## src/rtl/alu_seq.sv

```systemverilog
// alu_seq: request-side sequencer for the combinational ALU.
// Accepts one operation per req handshake and holds registered operands and
// function code on the ALU for SETTLE_CYCLES edges. It then captures the
// qualified result and returns it through the rsp handshake. Illegal function
// codes and divide-by-zero are answered directly, without using the ALU.
// Optional feature: define ALU_SEQ_STICKY_FLAGS_EN to build flags_clr /
// flags_sticky, which accumulate every response's flags.
module alu_seq #(
  parameter int unsigned SETTLE_CYCLES = 1
) (
  input  logic        clk,
  input  logic        reset,
  input  logic        req_valid,
  output logic        req_ready,
  input  logic [5:0]  req_func,
  input  logic [31:0] req_op1,
  input  logic [31:0] req_op2,
  output logic [31:0] alu_op1,
  output logic [31:0] alu_op2,
  output logic [5:0]  alu_func,
  input  logic [34:0] alu_result,
  output logic        rsp_valid,
  input  logic        rsp_ready,
  output logic [31:0] rsp_data,
  output logic        rsp_above,
  output logic        rsp_equals,
  output logic        rsp_overflow,
  output logic        rsp_illegal,
`ifdef ALU_SEQ_STICKY_FLAGS_EN
  input  logic        flags_clr,
  output logic [3:0]  flags_sticky,
`endif
  output logic        busy
);

  localparam logic [5:0] FN_ADD = 6'b100000;
  localparam logic [5:0] FN_SUB = 6'b100010;
  localparam logic [5:0] FN_MUL = 6'b011000;
  localparam logic [5:0] FN_DIV = 6'b011010;
  localparam logic [5:0] FN_AND = 6'b100100;
  localparam logic [5:0] FN_OR  = 6'b100101;
  localparam logic [5:0] FN_NOT = 6'b100111;

  localparam logic [3:0] CNT_INIT = 4'(SETTLE_CYCLES - 1);

  typedef enum logic [1:0] {
    ST_IDLE   = 2'b00,
    ST_SETTLE = 2'b01,
    ST_RESP   = 2'b10
  } state_t;

  // Returns 1 for function codes the ALU implements.
  function automatic logic func_legal(input logic [5:0] f);
    logic ok;
    case (f)
      FN_ADD, FN_SUB, FN_MUL, FN_DIV, FN_AND, FN_OR, FN_NOT: ok = 1'b1;
      default:                                               ok = 1'b0;
    endcase
    return ok;
  endfunction

  state_t      state_q, state_d;
  logic [3:0]  cnt_q, cnt_d;
  logic [31:0] op1_q, op1_d;
  logic [31:0] op2_q, op2_d;
  logic [5:0]  func_q, func_d;
  logic [31:0] rsp_data_q, rsp_data_d;
  // Flag order: {illegal, overflow, equals, above}.
  logic [3:0]  rsp_flags_q, rsp_flags_d;
  logic        load_rsp_s;
  logic        keep_cmp_s;
  logic        keep_ovf_s;

  // Flags from the ALU are only meaningful for some functions.
  assign keep_cmp_s = (func_q == FN_SUB);
  assign keep_ovf_s = (func_q == FN_ADD) || (func_q == FN_SUB) || (func_q == FN_MUL);

  // Next-state, operand load, counter and response-capture decisions.
  always_comb begin
    state_d     = state_q;
    cnt_d       = cnt_q;
    op1_d       = op1_q;
    op2_d       = op2_q;
    func_d      = func_q;
    rsp_data_d  = rsp_data_q;
    rsp_flags_d = rsp_flags_q;
    load_rsp_s  = 1'b0;
    case (state_q)
      ST_IDLE: begin
        if (req_valid) begin
          if (!func_legal(req_func)) begin
            // Screened: the ALU never sees an illegal code.
            rsp_data_d  = 32'h0000_0000;
            rsp_flags_d = 4'b1000;
            load_rsp_s  = 1'b1;
            state_d     = ST_RESP;
          end else if ((req_func == FN_DIV) && (req_op2 == 32'h0000_0000)) begin
            // Screened: divide-by-zero is reported as overflow.
            rsp_data_d  = 32'h0000_0000;
            rsp_flags_d = 4'b0100;
            load_rsp_s  = 1'b1;
            state_d     = ST_RESP;
          end else begin
            op1_d   = req_op1;
            op2_d   = req_op2;
            func_d  = req_func;
            cnt_d   = CNT_INIT;
            state_d = ST_SETTLE;
          end
        end else begin
          state_d = ST_IDLE;
        end
      end
      ST_SETTLE: begin
        if (cnt_q == 4'd0) begin
          rsp_data_d  = alu_result[31:0];
          rsp_flags_d = {1'b0,
                         alu_result[34] & keep_ovf_s,
                         alu_result[33] & keep_cmp_s,
                         alu_result[32] & keep_cmp_s};
          load_rsp_s  = 1'b1;
          state_d     = ST_RESP;
        end else begin
          cnt_d = cnt_q - 4'd1;
        end
      end
      ST_RESP: begin
        if (rsp_ready) begin
          state_d = ST_IDLE;
        end else begin
          state_d = ST_RESP;
        end
      end
      default: begin
        state_d = ST_IDLE;
      end
    endcase
  end

  // State, counter, ALU-side and response registers.
  always_ff @(posedge clk or posedge reset) begin
    if (reset) begin
      state_q     <= ST_IDLE;
      cnt_q       <= 4'd0;
      op1_q       <= 32'h0000_0000;
      op2_q       <= 32'h0000_0000;
      func_q      <= 6'b000000;
      rsp_data_q  <= 32'h0000_0000;
      rsp_flags_q <= 4'b0000;
    end else begin
      state_q     <= state_d;
      cnt_q       <= cnt_d;
      op1_q       <= op1_d;
      op2_q       <= op2_d;
      func_q      <= func_d;
      rsp_data_q  <= rsp_data_d;
      rsp_flags_q <= rsp_flags_d;
    end
  end

`ifdef ALU_SEQ_STICKY_FLAGS_EN
  logic [3:0] sticky_q;

  // Sticky flag accumulation; a coincident response load overrides a clear.
  always_ff @(posedge clk or posedge reset) begin
    if (reset) begin
      sticky_q <= 4'b0000;
    end else if (load_rsp_s) begin
      sticky_q <= flags_clr ? rsp_flags_d : (sticky_q | rsp_flags_d);
    end else if (flags_clr) begin
      sticky_q <= 4'b0000;
    end else begin
      sticky_q <= sticky_q;
    end
  end

  assign flags_sticky = sticky_q;
`endif

  assign req_ready    = (state_q == ST_IDLE);
  assign busy         = (state_q == ST_SETTLE) || (state_q == ST_RESP);
  assign rsp_valid    = (state_q == ST_RESP);
  assign alu_op1      = op1_q;
  assign alu_op2      = op2_q;
  assign alu_func     = func_q;
  assign rsp_data     = rsp_data_q;
  assign rsp_illegal  = rsp_flags_q[3];
  assign rsp_overflow = rsp_flags_q[2];
  assign rsp_equals   = rsp_flags_q[1];
  assign rsp_above    = rsp_flags_q[0];

endmodule

```

## config.mk

```make
export PLATFORM = sky130hd
export DESIGN_NAME = alu_seq
export DESIGN_NICKNAME = d
export VERILOG_FILES = /design/src/rtl/alu_seq.sv
export SDC_FILE = /design/constraint.sdc
export NUM_CORES = 1
export LEC_CHECK = 0
export CORE_ASPECT_RATIO = 1.2
export CORE_MARGIN = 2
export CORE_UTILIZATION = 57
export CTS_CLUSTER_DIAMETER = 120
export DETAILED_ROUTE_END_ITERATION = 10
export DONT_BUFFER_PORTS = 1
export PLACE_DENSITY_LB_ADDON = 0.1
export SLEW_MARGIN = 20
export SYNTH_ARGS = -nofsm -noshare
export SYNTH_HDL_FRONTEND = slang
export SYNTH_SLANG_ARGS = --single-unit
```

## constraint.sdc

```tcl
create_clock -name clk -period 3.95 [get_ports clk]
set_clock_uncertainty 0.2 [all_clocks]
set_input_delay 0.5925 -clock clk [delete_from_list [all_inputs] [get_ports clk]]
set_output_delay 0.5925 -clock clk [all_outputs]
set_load 0.02 [all_outputs]
```

==> results.sh <==
export IMPL_first_pass_iters=4
export IMPL_gp_congestion=0.769
export IMPL_area_growth_pct=5.32
export IMPL_port_buffers=0
export IMPL_ys_ff_latch=112
export IMPL_tightestPinTransition_ps=817
export IMPL_final_cell_mix="112 x dfrtp_1, 68 x mux2_4, 32 x a22o_1"
export IMPL_grt_pass1_vias=2726
export IMPL_cap_violations=0
export IMPL_wl_met3_um=973
export IMPL_final_setup_viol_count=0
export IMPL_synth_cells=312
export IMPL_start_util_pct=59.4
export IMPL_reg2reg_to="rsp_data[4]$_DFFE_PP0P_"
export IMPL_hold_viol_final=0
export IMPL_vias=2586
export IMPL_synth_edf_count=0
export IMPL_status="finished clean"
export IMPL_die_area_um2=9300
export IMPL_dpl_instance_area_um2=4910
export IMPL_ios=218
export IMPL_worst_setup_path_end_kind="flop"
export IMPL_grt_pass1_wl_um=14800
export IMPL_fp_dieW_um=88.3
export IMPL_fmax_ghz=0.368
export IMPL_insertion_delay_ps=360
export IMPL_slew_headroom_pct=45.4
export IMPL_die_h_um=105
export IMPL_post_cts_buffers=0
export IMPL_clkTransAtPathRegs_ps=100
export IMPL_pwr_share_seq_pct=61.2
export IMPL_ctsHoldBuffers=0
export IMPL_vdd_drop_max_mv=0.363
export IMPL_root_buffer="clkbuf_8"
export IMPL_hold_class="input port to asynchronous set/reset pin"
export IMPL_criticalPathCategory="input port to flop"
export IMPL_start_kind="input port"
export IMPL_pwr_share_comb_pct=18.4
export IMPL_arrival_ps=2820
export IMPL_stdcell_area_um2=5120
export IMPL_critPathRequiredTime_ps=4050
export IMPL_power_density_nw_per_um2=704
export IMPL_period_needed_ps=2720
export IMPL_drtIter0Drc=150
export IMPL_rows=36
export IMPL_p_leak_nw=2.35
export IMPL_synth_top_area_share_pct=57.6
export IMPL_clock_sinks=112
export IMPL_coreArea_um2=8200
export IMPL_cts_tree="done"
export IMPL_drcViolationCount=0
export IMPL_grt_util_all_layers_pct=21.1
export IMPL_ctsResizeCount=0
export IMPL_cts_max_level=3
export IMPL_wl_met2_um=4880
export IMPL_synthTopCellsByArea="dfrtp_1 58%, mux2_4 21%, a22o_1 5.8%"
export IMPL_async_flop_share_pct=100
export IMPL_grt_max_degree=62
export IMPL_synth_ff_type="dfrtp_1"
export IMPL_finalSetupTns_ps=0
export IMPL_top_layer_used="met4"
export IMPL_clockPowerShare_pct=20.4
export IMPL_layout_drive_gt1_share_pct=31.4
export IMPL_critPathMaxFanout=32
export IMPL_wl_met1_um=3660
export IMPL_reg2regPathDepth=6
export IMPL_ys_seq_area_share_pct=57.6
export IMPL_final_nets=428
export IMPL_min_period_over_period_pct=68.8
export IMPL_rsz0062_at_grt="false"
export IMPL_final_common_cell="dfrtp_1"
export IMPL_wl_per_cell_um=22.5
export IMPL_synth_nets=427
export IMPL_holdWs_ps=21.9
export IMPL_yosys_area_top_type="dfrtp_1"
export IMPL_synth_area_um2=4870
export IMPL_r2r_slack_ps=1350
export IMPL_yosys_warnings=0
export IMPL_r2r_start="state_q[1]$_DFFE_PP0N_"
export IMPL_dp_hpwl_um=7010
export IMPL_swShare_pct=36.1
export IMPL_report_final_slew_viol_count=0
export IMPL_cts_buffers=9
export IMPL_wirelength_um=9720
export IMPL_p_int_w=0.00230
export IMPL_antenna_cells=0
export IMPL_avgSynthCellArea_um2=15.6
export IMPL_clock_path_buffers=2
export IMPL_grt_ovfl_total=0
export IMPL_power_switching_w=0.00130
export IMPL_antenna_left=0
export IMPL_grt_antenna_before_repair=0
export IMPL_vias_per_cell=5.99
export IMPL_yosysUniqueCellTypes=39
logic make-up after synthesis:
| logic type | Yosys count | synth area share, % |
|---|---|---|
| adders and majority gates | 6 | 1.54 |
| and+or+nand+nor | 41 | 5.37 |
| AOI/OAI and AO/OA | 56 | 9.64 |
| muxes | 72 | 21.9 |
| DFF | 112 | 57.6 |
| buffers and inverters | 25 | 3.96 |
critical path, cell delays in order:
cell and delay, ps:
nor4_1 400, nand4_1 220, nor4_4 520, o21bai_2 150, a21oi_4 680, a22o_1 240
stage by stage:
stage / utilization (%) / instances / worst slack, ps / power, W
3_3_place_gp: 59.8 / 416 / 873 / 0.00289
6_report: 62.5 / 432 / 1230 / 0.00361
5_1_grt: 62.5 / 432 / 1040 / 0.00379
4_1_cts: 62.5 / 432 / 1160 / 0.00365
2_1_floorplan: - / 312 / 198 / 0.00274
3_5_place_dp: 59.8 / 416 / 766 / 0.00291
per-layer routing:
metal  vias up  GRT usage [%]
li1       1130              -
met1      1301           25.9
met2       138           33.1
met3        17           9.40
met4         0           6.71
met5         -              0
area by class of cell:
class	count	area, um2
fill	636	3070
tap	114	143
inverter	10	40.0
timing repair buffer	5	50.0
clock buffer	9	124
multi-input combinational	175	1870
sequential	112	2800
clock inverter	7	95.1
registers in the layout, indices dropped and copies added (netlist names):
name / flops
alu_func: 6
alu_op1: 32
alu_op2: 32
cnt_q: 4
rsp_data: 32
rsp_flags_q: 4
state_q: 2
synth_stat cells, types with 2 or more instances:
library cell	n
ha_1	6
nor3_1	2
nand2_1	10
mux2_2	2
buf_6	13
nand4_1	2
nor4_1	7
nand2b_1	4
a22o_1	32
dfrtp_1	112
nor2b_1	2
nor2_1	3
o21ai_0	7
a21oi_1	4
mux2_4	68
o31ai_1	3
a22o_4	2
nand3b_1	3
inv_1	10
power by group through the flow:
stage	Combinational (W)	Sequential, W	Clock (W)
2_1_floorplan	0.000618	0.00212	0
3_3_place_gp	0.000651	0.00224	0
3_5_place_dp	0.000675	0.00223	0
4_1_cts	0.000674	0.00222	0.000757
5_1_grt	0.000721	0.00225	0.000816
6_report	0.000665	0.00221	0.000734
worst max path at each step:
stage,start,endpoint,slack (ps),cells past startpoint
2_1_floorplan,reset,alu_func[0]$_DFFE_PP0P_,200,1
3_3_place_gp,req_op2[3],rsp_data[8]$_DFFE_PP0P_,870,6
3_5_place_dp,req_op2[3],rsp_data[28]$_DFFE_PP0P_,770,6
4_1_cts,req_op2[3],rsp_data[28]$_DFFE_PP0P_,1160,6
5_1_grt,req_op2[3],rsp_data[31]$_DFFE_PP0P_,1040,6
6_report,req_op2[3],rsp_data[4]$_DFFE_PP0P_,1230,6
Note: power is estimated with default switching activity, not from simulation.
